## src/rtl/jpeg_bitstream_packer_if.sv

```systemverilog
// Signal bundle between the entropy coder side (master) and the bitstream packer (slave),
// including the output RAM write port and frame status.
interface jpeg_bitstream_packer_if #(
  parameter int ADDR_W = 24
);
  logic [31:0]       bits;
  logic              rdy;
  logic [4:0]        eof_cnt;
  logic              eof_p;
  logic              almost_full;
  logic [7:0]        ram_byte;
  logic              ram_wren;
  logic [ADDR_W-1:0] ram_wraddr;
  logic [ADDR_W-1:0] frame_size;
  logic              done;
  logic              overflow;

  modport master (
    output bits, rdy, eof_cnt, eof_p, almost_full,
    input  ram_byte, ram_wren, ram_wraddr, frame_size, done, overflow
  );

  modport slave (
    input  bits, rdy, eof_cnt, eof_p, almost_full,
    output ram_byte, ram_wren, ram_wraddr, frame_size, done, overflow
  );
endinterface

```

## src/rtl/jpeg_bitstream_packer.sv

```systemverilog
// Buffers 32-bit entropy-coded words, serialises them MSB-first into bytes with 0xFF00 stuffing,
// pads the final byte with 1s, appends the EOI marker and writes the bytes to the output RAM.
module jpeg_bitstream_packer #(
  parameter int FIFO_DEPTH = 8,
  parameter int ADDR_W     = 24,
  parameter int ADD_EOI    = 1
) (
  input  logic                    clk,
  input  logic                    rst,
  jpeg_bitstream_packer_if.slave  bus
);
  localparam int AW = $clog2(FIFO_DEPTH);
  localparam int CW = AW + 1;

  typedef enum logic [2:0] {IDLE, LOAD, EMIT, STUFF, EOI_FF, EOI_D9, DONE} state_t;

  typedef struct packed {
    logic        last;
    logic [5:0]  nbits;
    logic [31:0] word;
  } entry_t;

  localparam state_t END_ST = (ADD_EOI != 0) ? EOI_FF : DONE;

  state_t            state_q, state_d;
  entry_t            mem_q [FIFO_DEPTH];
  entry_t            mem_d [FIFO_DEPTH];
  logic [AW-1:0]     wr_ptr_q, wr_ptr_d, rd_ptr_q, rd_ptr_d;
  logic [CW-1:0]     count_q, count_d;
  logic [31:0]       shift_q, shift_d;
  logic [2:0]        bytes_q, bytes_d;
  logic              last_q, last_d;
  logic [7:0]        ram_byte_q, ram_byte_d;
  logic              ram_wren_q, ram_wren_d;
  logic [ADDR_W-1:0] addr_q, addr_d, wraddr_q, wraddr_d, frame_size_q, frame_size_d;
  logic              done_q, done_d, overflow_q, overflow_d;

  logic              stall, fifo_empty, pop, push_a, push_b;
  logic [CW-1:0]     avail;
  entry_t            head;
  logic [2:0]        head_bytes, bytes_left;
  state_t            after_data;

  // The sink stall freezes every state that could emit or consume; DONE only waits for a new frame.
  assign stall      = bus.almost_full && (state_q != DONE);
  assign fifo_empty = (count_q == '0);
  assign head       = mem_q[rd_ptr_q];
  assign head_bytes = head.nbits[5:3] + {2'b00, |head.nbits[2:0]};
  assign pop        = (state_q == LOAD) && !stall;
  assign avail      = CW'(FIFO_DEPTH) - count_q + CW'(pop);
  assign push_a     = bus.rdy && (avail != '0);
  assign push_b     = bus.eof_p && (avail >= (push_a ? CW'(2) : CW'(1)));
  assign bytes_left = (state_q == EMIT) ? bytes_q - 3'd1 : bytes_q;

  always_comb begin
    if (last_q)           after_data = END_ST;
    else if (!fifo_empty) after_data = LOAD;
    else                  after_data = IDLE;
  end

  always_ff @(posedge clk) begin
    if (!rst) begin
      state_q      <= IDLE;
      for (int i = 0; i < FIFO_DEPTH; i++) mem_q[i] <= '0;
      wr_ptr_q     <= '0;
      rd_ptr_q     <= '0;
      count_q      <= '0;
      shift_q      <= '0;
      bytes_q      <= '0;
      last_q       <= 1'b0;
      ram_byte_q   <= '0;
      ram_wren_q   <= 1'b0;
      addr_q       <= '0;
      wraddr_q     <= '0;
      frame_size_q <= '0;
      done_q       <= 1'b0;
      overflow_q   <= 1'b0;
    end else begin
      state_q      <= state_d;
      mem_q        <= mem_d;
      wr_ptr_q     <= wr_ptr_d;
      rd_ptr_q     <= rd_ptr_d;
      count_q      <= count_d;
      shift_q      <= shift_d;
      bytes_q      <= bytes_d;
      last_q       <= last_d;
      ram_byte_q   <= ram_byte_d;
      ram_wren_q   <= ram_wren_d;
      addr_q       <= addr_d;
      wraddr_q     <= wraddr_d;
      frame_size_q <= frame_size_d;
      done_q       <= done_d;
      overflow_q   <= overflow_d;
    end
  end

  always_comb begin
    state_d = state_q;
    if (!stall) begin
      case (state_q)
        IDLE:   if (!fifo_empty) state_d = LOAD;
        LOAD: begin
          if (head_bytes != 3'd0) state_d = EMIT;
          else if (head.last)     state_d = END_ST;
          else                    state_d = IDLE;
        end
        EMIT: begin
          if (shift_q[31:24] == 8'hFF) state_d = STUFF;
          else if (bytes_left != 3'd0) state_d = EMIT;
          else                         state_d = after_data;
        end
        STUFF:  state_d = (bytes_left != 3'd0) ? EMIT : after_data;
        EOI_FF: state_d = EOI_D9;
        EOI_D9: state_d = DONE;
        DONE:   if (bus.rdy || bus.eof_p || !fifo_empty) state_d = IDLE;
        default: state_d = IDLE;
      endcase
    end
  end

  always_comb begin
    mem_d        = mem_q;
    wr_ptr_d     = wr_ptr_q + AW'(push_a) + AW'(push_b);
    rd_ptr_d     = rd_ptr_q + AW'(pop);
    count_d      = count_q + CW'(push_a) + CW'(push_b) - CW'(pop);
    shift_d      = shift_q;
    bytes_d      = bytes_q;
    last_d       = last_q;
    ram_wren_d   = 1'b0;
    ram_byte_d   = ram_byte_q;
    wraddr_d     = wraddr_q;
    addr_d       = addr_q;
    frame_size_d = frame_size_q;
    done_d       = done_q;
    overflow_d   = overflow_q | (bus.rdy & ~push_a) | (bus.eof_p & ~push_b);

    if (push_a) mem_d[wr_ptr_q] = '{last: 1'b0, nbits: 6'd32, word: bus.bits};
    if (push_b) mem_d[wr_ptr_q + AW'(push_a)] = '{last: 1'b1, nbits: {1'b0, bus.eof_cnt}, word: bus.bits};

    // Ones below the valid bits pad the final partial byte.
    if (pop) begin
      shift_d = head.word | (32'hFFFF_FFFF >> head.nbits);
      bytes_d = head_bytes;
      last_d  = head.last;
    end

    if (!stall) begin
      case (state_q)
        EMIT: begin
          ram_wren_d = 1'b1;
          ram_byte_d = shift_q[31:24];
          shift_d    = {shift_q[23:0], 8'hFF};
          bytes_d    = bytes_left;
        end
        STUFF: begin
          ram_wren_d = 1'b1;
          ram_byte_d = 8'h00;
        end
        EOI_FF: begin
          ram_wren_d = 1'b1;
          ram_byte_d = 8'hFF;
        end
        EOI_D9: begin
          ram_wren_d = 1'b1;
          ram_byte_d = 8'hD9;
        end
        default: ;
      endcase
    end

    if (ram_wren_d) begin
      wraddr_d = addr_q;
      addr_d   = addr_q + ADDR_W'(1);
    end

    if (state_q == DONE && state_d == IDLE) begin
      done_d = 1'b0;
      addr_d = '0;
    end

    if (state_q != DONE && state_d == DONE) begin
      done_d       = 1'b1;
      frame_size_d = addr_d;
    end
  end

  assign bus.ram_byte   = ram_byte_q;
  assign bus.ram_wren   = ram_wren_q;
  assign bus.ram_wraddr = wraddr_q;
  assign bus.frame_size = frame_size_q;
  assign bus.done       = done_q;
  assign bus.overflow   = overflow_q;
endmodule
```

## src/flat_wrapper.sv

```systemverilog
// flat-port wrapper written by rule: the top's interface ports become plain ports
module jpeg_bitstream_packer_flat 
#(
  parameter int FIFO_DEPTH = 8,
  parameter int ADDR_W     = 24,
  parameter int ADD_EOI    = 1
)
  (clk, rst, bus_bits, bus_rdy, bus_eof_cnt, bus_eof_p, bus_almost_full, bus_ram_byte, bus_ram_wren, bus_ram_wraddr, bus_frame_size, bus_done, bus_overflow);
  jpeg_bitstream_packer_if #(.ADDR_W(ADDR_W)) bus_i ();
  input  logic clk;
  input  logic rst;
  input wire logic [$bits(bus_i.bits)-1:0] bus_bits;
  input wire logic [$bits(bus_i.rdy)-1:0] bus_rdy;
  input wire logic [$bits(bus_i.eof_cnt)-1:0] bus_eof_cnt;
  input wire logic [$bits(bus_i.eof_p)-1:0] bus_eof_p;
  input wire logic [$bits(bus_i.almost_full)-1:0] bus_almost_full;
  output wire logic [$bits(bus_i.ram_byte)-1:0] bus_ram_byte;
  output wire logic [$bits(bus_i.ram_wren)-1:0] bus_ram_wren;
  output wire logic [$bits(bus_i.ram_wraddr)-1:0] bus_ram_wraddr;
  output wire logic [$bits(bus_i.frame_size)-1:0] bus_frame_size;
  output wire logic [$bits(bus_i.done)-1:0] bus_done;
  output wire logic [$bits(bus_i.overflow)-1:0] bus_overflow;
  assign bus_i.bits = bus_bits;
  assign bus_i.rdy = bus_rdy;
  assign bus_i.eof_cnt = bus_eof_cnt;
  assign bus_i.eof_p = bus_eof_p;
  assign bus_i.almost_full = bus_almost_full;
  assign bus_ram_byte = bus_i.ram_byte;
  assign bus_ram_wren = bus_i.ram_wren;
  assign bus_ram_wraddr = bus_i.ram_wraddr;
  assign bus_frame_size = bus_i.frame_size;
  assign bus_done = bus_i.done;
  assign bus_overflow = bus_i.overflow;
  jpeg_bitstream_packer #(.FIFO_DEPTH(FIFO_DEPTH), .ADDR_W(ADDR_W), .ADD_EOI(ADD_EOI)) u_core (.clk(clk), .rst(rst), .bus(bus_i));
endmodule
```

## config.mk

```make
export PLATFORM = sky130hd
export DESIGN_NAME = jpeg_bitstream_packer_flat
export DESIGN_NICKNAME = d
export VERILOG_FILES = /design/src/rtl/jpeg_bitstream_packer_if.sv /design/src/rtl/jpeg_bitstream_packer.sv /design/src/flat_wrapper.sv
export SDC_FILE = /design/constraint.sdc
export NUM_CORES = 1
export LEC_CHECK = 0
export BUFFER_PORTS_ARGS = -buffer_cell sky130_fd_sc_hd__buf_2
export CORE_MARGIN = 8
export CORE_UTILIZATION = 58
export DETAILED_ROUTE_END_ITERATION = 8
export GPL_ROUTABILITY_DRIVEN = 0
export HOLD_SLACK_MARGIN = 0.1
export PLACE_DENSITY = 0.81
export SKIP_CTS_REPAIR_TIMING = 1
export SLEW_MARGIN = 10
export SYNTH_ARGS = -nofsm -noshare
export SYNTH_HDL_FRONTEND = slang
export SYNTH_SLANG_ARGS = --single-unit
```

## constraint.sdc

```tcl
create_clock -name clk -period 5.5 [get_ports clk]
set_input_delay 0.55 -clock clk [delete_from_list [all_inputs] [get_ports clk]]
set_output_delay 0.55 -clock clk [all_outputs]
set_load 0.02 [all_outputs]
```

[Word-level counts from Yosys, hierarchy flattened]
Cells that the tools add are included.
Storage, ports and cells
  flip-flop bits (word level): 444
  word-level logic and storage cells: 135
Operators by class
  muxes and demuxes: 36
  add/sub/neg operators: 11
  shifts and indexed selects: 1
  reduce and logical (&&, ||, !) cells: 23
  $lt $le $gt $ge: 6
  bitwise logic cells: 11
  equal/unequal tests: 9
Operators with widths (number)
  312-bit bitwise mux: 2
  312-bit 2-to-1 mux: 2
  39-bit demux with 3-bit select: 2
  39-bit 2-to-1 mux: 4
  39-bit binary-select mux with 3-bit select: 1
  32-bit 2-to-1 mux: 3
  24-bit 2-to-1 mux: 2
  3-bit 2-to-1 mux: 12
  32-bit OR: 1
  8-bit case mux with 4 select lines: 1
  32-bit by 6-bit >> shifter with 32-bit output, first input constant: 1
  24-bit by 1-bit adder with 24-bit output, second input constant: 1
  3-bit case mux with 7 select lines: 1
  3-bit by 1-bit adder with 3-bit output: 4
  4-bit by 1-bit adder with 4-bit output: 3
  3-bit equality test, second input constant: 4
  4-bit >= comparator, second input constant: 3
  3-bit NOT with 4-bit output: 3
  8-bit equality test, second input constant: 1
  1-bit logical AND: 8
  4-bit by 1-bit < comparator with 1-bit output, second input constant: 2
  4-bit nonzero test: 2
  3-bit by 2-bit equality test with 1-bit output, second input constant: 2
  3-bit zero test: 2
  19 further kinds: 30

[Depth between registers and ports, before layout]
Gate-level depths: netlist of run 1.
  depth after elaboration: 15
  mapped depth: 20
  mapped depth without buffers: 17

[Least setup slack after synthesis of run 1]
OpenSTA, ideal clock, no wires.
  path kind: in2reg
  start: input bus_almost_full
  end: register u_core.mem_q[65] (netlist name)
  data arrival time: 4.256 ns
  setup time: 0.128 ns
  stages on the path: 19
  path slack: 1.116 ns
  buffers on the path: 4
  cell sequence: clkbuf_1 > nor2_1 > nand2_1 > ha_1 > inv_1 > ha_1 > nand2b_1 > o31ai_1 > ha_1 > nand2b_1 > a21o_1 > o311a_1 > and3_1 > clkbuf_1 > a31oi_1 > buf_2 > buf_2 > mux2i_1 > nor2_1
Between the ends
  cells in the longest elaborated chain, start to end: 14
Ends and longest elaborated chain
  from (decl): line flat_wrapper.sv:16  | input wire logic [$bits(bus_i.almost_full)-1:0] bus_almost_full;
  1-bit logical AND *: line jpeg_bitstream_packer.sv:45  | assign stall = bus.almost_full && (state_q != DONE);
  1-bit zero test *: line jpeg_bitstream_packer.sv:49  | assign pop = (state_q == LOAD) && !stall;
  1-bit logical AND *: line jpeg_bitstream_packer.sv:49
  4-bit by 1-bit adder with 4-bit output *: line jpeg_bitstream_packer.sv:50  | assign avail = CW'(FIFO_DEPTH) - count_q + CW'(pop);
  4-bit nonzero test: line jpeg_bitstream_packer.sv:51  | assign push_a = bus.rdy && (avail != '0);
  1-bit logical AND: line jpeg_bitstream_packer.sv:51
  3-bit by 1-bit adder with 3-bit output: line jpeg_bitstream_packer.sv:138  | if (push_b) mem_d[wr_ptr_q + AW'(push_a)] = '{last: 1'b1, nbits: {1'b0, bus.eof_cnt}, word: bus.bits};
  3-bit NOT with 4-bit output (implied by the code): line jpeg_bitstream_packer.sv:138
  4-bit >= comparator (implied by the code) or 4-bit by 1-bit < comparator with 1-bit output (tied branches): line jpeg_bitstream_packer.sv:138
  1-bit logical AND (implied by the code): line jpeg_bitstream_packer.sv:138
  39-bit 2-to-1 mux (implied by the code): line jpeg_bitstream_packer.sv:138
  39-bit demux with 3-bit select: line jpeg_bitstream_packer.sv:138
  312-bit bitwise mux: line jpeg_bitstream_packer.sv:138
  312-bit 2-to-1 mux *: line jpeg_bitstream_packer.sv:138
  to (signal assigned): line jpeg_bitstream_packer.sv:80  | mem_q <= mem_d;
  to (decl): line jpeg_bitstream_packer.sv:26  | entry_t mem_q [FIFO_DEPTH];
Every way passes the cells marked *; elsewhere a longest branch is shown, timed or not.
A chain may end at the register's enable or synchronous reset.

[Worst setup path in the final report of run 1]
  start: register u_core.state_q[0]
  end: register u_core.mem_q[172] (netlist name)
Between the ends
  cells in the longest elaborated chain, start to end: 15
Ends and longest elaborated chain
  from (decl): line jpeg_bitstream_packer.sv:25  | state_t state_q, state_d;
  from (signal assigned): line jpeg_bitstream_packer.sv:79  | state_q <= state_d;
  3-bit inequality test: line jpeg_bitstream_packer.sv:45
  1-bit logical AND: line jpeg_bitstream_packer.sv:45
  1-bit zero test: line jpeg_bitstream_packer.sv:49
  1-bit logical AND *: line jpeg_bitstream_packer.sv:49
  4-bit by 1-bit adder with 4-bit output *: line jpeg_bitstream_packer.sv:50
  4-bit nonzero test: line jpeg_bitstream_packer.sv:51
  1-bit logical AND: line jpeg_bitstream_packer.sv:51
  3-bit by 1-bit adder with 3-bit output: line jpeg_bitstream_packer.sv:138
  3-bit NOT with 4-bit output (implied by the code): line jpeg_bitstream_packer.sv:138
  4-bit >= comparator (implied by the code) or 4-bit by 1-bit < comparator with 1-bit output (tied branches): line jpeg_bitstream_packer.sv:138
  1-bit logical AND (implied by the code): line jpeg_bitstream_packer.sv:138
  39-bit 2-to-1 mux (implied by the code): line jpeg_bitstream_packer.sv:138
  39-bit demux with 3-bit select: line jpeg_bitstream_packer.sv:138
  312-bit bitwise mux: line jpeg_bitstream_packer.sv:138
  312-bit 2-to-1 mux *: line jpeg_bitstream_packer.sv:138
Marks and branches as above.

==> qor.yml, run 1 <==
status: "finished, final reports clean"
cp.arrival_ps: 5240
antennaDiodeCount: 0
yosysTopAreaCellShare_pct: 45.6
ant_nets: 0
numPortBuffers: 100
ys.flop_type: "dfxtp_1"
root_buffer: "clkbuf_16"
cp-end-kind: "register"
yosysSeqAreaShare_pct: 45.6
syn_avg_cell_area_sq_um: 10.0
avgViaCountPerCell: 5.99
fin_skew_ps: 20.9
synth_nets: 2012
drt_iter0_drc: 1036
cts.reportedPaths.clkPinSlew_ps: 60
setup_viol: 0
syn2layout_area_growth_pct: 10.8
dp_hpwl_microns: 29500
yosys_register_bits: 444
cp-start-kind: "register"
drc: 0
fp.dieH_microns: 199
num_vias: 14500
num_rows: 67
core-area_sq_um: 33400
fin_tns_setup_ps: 0
final_nets: 2013
max_freq_mhz: 206
grt_pass1_vias: 14600
maxCapViolCount: 0
async_reset_ff_share_pct: 0
grt_max_degree: 137
rsz0062_at_grt: "false"
utilization_pct: 64.8
worstSkewPairLatency_ps: 540
yosysWarnings: 0
tightest_slew_ps: 1150
syn_area_sq_um: 19500
synth_area_leaders: "dfxtp_1 46%, mux2i_1 15%, mux4_2 8.8%"
synth-edff-count: 0
design.die.area_sq_um: 39800
routed_wl_microns: 47000
hp-class: "input pin to register"
cp.required_ps: 5880
dieWidth_microns: 199
relSlewSlack_pct: 23.4
numClockSinks: 444
crit_type: "register to register"
instances_no_fill: 2427
max-clock-path-buffers: 3
fin_crit_sh_pct: 88.4
synth_area_leader_cell: "dfxtp_1"
grt_first_pass_wirelength_microns: 75600
critPathMaxFanout: 24
first_pass_iters: 6
cts_tree: "done"
track_usage_pct: 23.3
layout_commonest_cell: "dfxtp_1"
start_util_pct: 58.5
max-vdd-ir-drop_v: 0.000348
wl_per_cell_microns: 19.4
synth.distinct_cells: 64
synthCells: 1946
layout_common_cells: "441 x dfxtp_1, 362 x nor2_1, 299 x mux2i_1, 112 x nand2_1, 100 x buf_2"
hold_viol_final: 0
leakage_uw: 0.00963
ioPinCount: 101
antenna_found_initial: 1
post-route-min-period_ps: 4860
powerDensity_nw_per_um2: 462
drive_above_1_share_pct: 15.3
final_max_slew_viol_count: 0
htreeDepth: 2
numCtsBuffers: 46
dpl.cell_count: 2347
grt_overflow: 0
==> through the flow <==
stage          area (sq um)  total power (uW)  hold slack [ps]  worst slack (ps)
2_1_floorplan         19500              6270              429              1120
3_3_place_gp          20200              6900              436               852
3_5_place_dp          20200              7020              444               601
4_1_cts               21600             10000              341               705
5_1_grt               21600             10500              366               413
6_report              21600              9990              357               641
==> critical path, cell delays in order, from the launching register on <==
cell	delay, ps
dfxtp_1	520
nor2b_1	310
nand2_1	110
ha_1	230
inv_1	60
ha_1	230
nand2b_1	170
o31ai_1	530
ha_1	340
nand2b_1	140
a21o_1	210
o311ai_1	530
nor2_1	330
a21oi_4	210
buf_4	410
mux2i_1	280
nor2_1	70
==> path summary, 6_finish.rpt <==
check / from / slack [ps] / depth (start not counted) / endpoint
max: u_core.state_q[0] / 640 / 16 / u_core.mem_q[172]
min: bus_bits[15] / 360 / 3 / u_core.mem_q[249]
min reg2reg: u_core.bus.ram_wraddr[11] / 450 / 2 / u_core.bus.ram_wraddr[11]
max reg2reg: u_core.state_q[0] / 640 / 16 / u_core.mem_q[172]
==> state kept, by name (all words and copies together), names as in the netlist <==
signal and cells:
u_core.wr_ptr_q 3, u_core.bus.overflow 1, u_core.mem_q 312, u_core.bus.ram_wren 1, u_core.bytes_q 3, u_core.count_q 4
u_core.bus.done 1, u_core.bus.frame_size 24, u_core.addr_q 24, u_core.last_q 1, u_core.bus.ram_byte 8, u_core.bus.ram_wraddr 24
u_core.shift_q 32, u_core.rd_ptr_q 3, u_core.state_q 3
==> kinds of logic (layout without fill, tap and decap cells) <==
kind of cell / after synthesis / after routing / share of synthesized area [%]
adder cells (fa/ha/maj): 24 / 24 / 1.62
XOR/XNOR: 31 / 31 / 1.39
AND/OR/NAND/NOR: 613 / 613 / 13.6
multiplexers: 396 / 396 / 25.3
buffers and inverters: 202 / 235 / 4.73
AO/OA/AOI/OAI: 236 / 236 / 7.76
flip-flops: 444 / 444 / 45.6
==> power by group <==
| group | switching (uW) | internal (uW) |
|---|---|---|
| Sequential | 311 | 3690 |
| Combinational | 1710 | 1300 |
| Clock | 1240 | 1730 |
| Total | 3260 | 6730 |
==> layout make-up <==
cell class | instances | area [sq um]
Timing Repair Buffer | 132 | 841
Inverter | 23 | 93.8
Multi-Input combinational cell | 1300 | 9810
Fill cell | 2642 | 11700
Tap cell | 448 | 561
Clock inverter | 10 | 114
Clock buffer | 70 | 1310
Sequential cell | 444 | 8900
==> synth_stat cells (6+ instances only) <==
cell,count
xor2_1,15
a21oi_1,91
o211ai_1,23
and3_1,7
nor2b_1,14
nand2b_1,6
buf_1,8
o22ai_1,6
buf_4,17
buf_6,8
and2_1,32
nor2_1,362
ha_1,22
o21ai_0,21
inv_1,22
a31oi_1,6
mux2_2,6
buf_2,31
mux4_2,76
dfxtp_1,444
a21o_1,6
nand3_1,23
nand2_1,112
nand4_1,8
xnor2_1,16
mux2_1,15
mux2i_1,299
a22oi_1,42
a211oi_1,9
nor3_1,24
clkbuf_1,114
==> layer usage <==
metal	GRT usage (%)	vias to the layer above	routed length [microns]
met5	0	-	13
met4	8.72	2	1500
met3	3.81	111	3270
met2	39.8	510	22700
met1	29.3	7148	19400
li1	-	6776	-
Power figures use the tool's default switching activity.
==> run 2: changes to the inputs <==
ABC_AREA = 1   (was default)
CORE_UTILIZATION = 30   (was 58)
PLACE_DENSITY = 0.5   (was 0.81)
clock period = 5 ns   (was 5.5 ns; I/O delays follow)
==> qor.yml, run 2 <==
utilization_pct: 34.2
cp.arrival_ps: 4870
ioPinCount: 101
max-vdd-ir-drop_v: 0.000331
max-clock-path-buffers: 3
grt_overflow: 0
ys.flop_type: "dfxtp_1"
first_pass_iters: 5
synth_area_leader_cell: "dfxtp_1"
cts_tree: "done"
synth.most_common_cell: "nor2_1"
cp-end-kind: "register"
track_usage_pct: 17.2
regArea_sq_um: 8890
powerDensity_nw_per_um2: 523
reg_top3: "u_core.mem_q: 312 flops, u_core.shift_q: 32 flops"
drt_iter0_drc: 1481
cp-startpoint: "u_core.state_q[0]"
clkPwrFrac_pct: 31.9
hold_depth: 3
synth_nets: 3011
yosysTopAreaCellShare_pct: 44.2
start_util_pct: 30.1
numPortBuffers: 100
grtUsageMet1_pct: 23.3
fin_crit_sh_pct: 86.7
switchingPower_uw: 4440
power_uw: 12000
relSlewSlack_pct: 33.1
largest-register: "u_core.mem_q"
synth_area_leaders: "dfxtp_1 44%, nor2_1 14%, o21ai_0 12%"
drive_above_1_share_pct: 9.06
ant_nets: 0
dp_slack_ps: 722
design.die.area_sq_um: 75600
power.share.switching_pct: 37.1
cp.required_ps: 5530
min_from: "bus_bits[31]"
maxCapViolCount: 0
fin_skew_ps: 32.9
core-area_sq_um: 66800
met2_usage_pct: 27.7
multi_input_area_sq_um: 9610
critPathMaxFanout: 32
timing.rr.start: "u_core.state_q[0]"
tightest_slew_ps: 1000
rsz0062_at_grt: "false"
p_seq_share_pct: 38.3
setup_slack_ps: 664
status: "finished, final reports clean"
hp-class: "input pin to register"
avgViaCountPerCell: 4.89
synthCells: 2945
syn2layout_area_growth_pct: 13.6
synth-edff-count: 0
leakage_uw: 0.0100
async_reset_ff_share_pct: 0
cp-start-kind: "register"
numClockSinks: 444
p_int_uw: 7510
max_freq_mhz: 231
nFillCells: 7324
htreeDepth: 2
yosysWarnings: 0
final_max_slew_viol_count: 0
syn_avg_cell_area_sq_um: 6.83
post-route-min-period_ps: 4340
worstSkewPairLatency_ps: 610
dp_hpwl_microns: 40800
antenna_found_initial: 4
fin_tns_setup_ps: 0
synth.distinct_cells: 40
fp.dieH_microns: 275
grt_first_pass_wirelength_microns: 104000
cts.reportedPaths.clkPinSlew_ps: 60
largest_reg_flops: 312
yosysSeqAreaShare_pct: 44.2
top_usage_layer: "met2"
grt_use_met3_pct: 2.86
num_rows: 95
numCtsBuffers: 52
dpl.cell_count: 3737
synthTopCellsByCount: "764 x nor2_1, 480 x o21ai_0, 444 x dfxtp_1, 424 x nand2_1, 175 x a21oi_1"
grt_max_degree: 109
p_comb_share_pct: 29.8
setup_viol: 0
hold_viol_final: 0
grt_pass1_vias: 17500
routed_wl_microns: 66900
syn_area_sq_um: 20100
final_nets: 2984
layout_common_cells: "763 x nor2_1, 480 x o21ai_0, 442 x dfxtp_1, 424 x nand2_1, 175 x a21oi_1"
drc: 0
r2r_cells: 26
instances_no_fill: 3837
layout_commonest_cell: "nor2_1"
yosys_register_bits: 444
crit_type: "register to register"
root_buffer: "clkbuf_16"
num_vias: 18700
dieWidth_microns: 275
wl_per_cell_microns: 17.4
[run 2: per-layer routing]
metal / up-vias / share of wire (%)
met4: 2 / 2.8
met5: - / 0.019
li1: 9512 / -
met2: 456 / 45
met3: 113 / 5.2
met1: 8666 / 47
[run 2: final cells by class]
class	count	area share, %
inverters	167	2.76
clock inverters	12	0.586
flip-flops and latches	444	38.9
multi-input cells	2107	42.1
repair buffers	146	3.90
clock buffers	82	6.94
well taps	873	4.78
diodes	6	0.0657
[run 2: cells by family (layout without fill, tap and decap cells)]
| logic type | count (synthesis) | count (layout) | synth area share, % |
|---|---|---|---|
| xor gates and xnor gates | 25 | 25 | 1.09 |
| adders and majority gates | 24 | 24 | 1.57 |
| other | 0 | 6 | 0 |
| and+or+nand+nor | 1319 | 1319 | 25.8 |
| AOI/OAI and AO/OA | 739 | 739 | 19.2 |
| DFF | 444 | 444 | 44.2 |
| buffers and inverters | 394 | 407 | 8.07 |
[run 2: power groups by stage]
stage | clock, uW | combinational, uW | sequential (uW)
3_3_place_gp | 0 | 3550 | 4640
3_5_place_dp | 0 | 3560 | 4630
6_report | 3810 | 3560 | 4580
4_1_cts | 3910 | 3570 | 4560
2_1_floorplan | 0 | 2390 | 4580
5_1_grt | 4060 | 4010 | 4660
[run 2: final timing paths]
check | end | slack (ps)
min | u_core.mem_q[187] | 230
max reg2reg | u_core.mem_q[180] | 660
min reg2reg | u_core.mem_q[51] | 450
max | u_core.mem_q[180] | 660
[run 2: critical path: stages (launching register included)]
cell and delay, ps:
dfxtp_1 460, inv_2 90, nor3_1 200, inv_1 130, nor2_4 100, clkinv_1 90, ha_1 200, inv_1 80
ha_1 160, xor2_1 130, nand2_1 70, nor2_1 120, nand3b_1 110, nand2_1 190, inv_1 70, ha_1 180
ha_1 190, or2_1 200, nand2_1 130, inv_1 70, nor2_1 90, buf_4 180, nand2_1 120, nand2_1 150
buf_4 440, o21ai_0 150, nor2_1 140
[run 2: stage by stage]
stage / hold slack [ps] / instance area [sq um]
6_report: 233 / 22900
5_1_grt: 220 / 22800
4_1_cts: 198 / 22800
3_5_place_dp: 440 / 21100
3_3_place_gp: 436 / 21100
2_1_floorplan: 424 / 20100
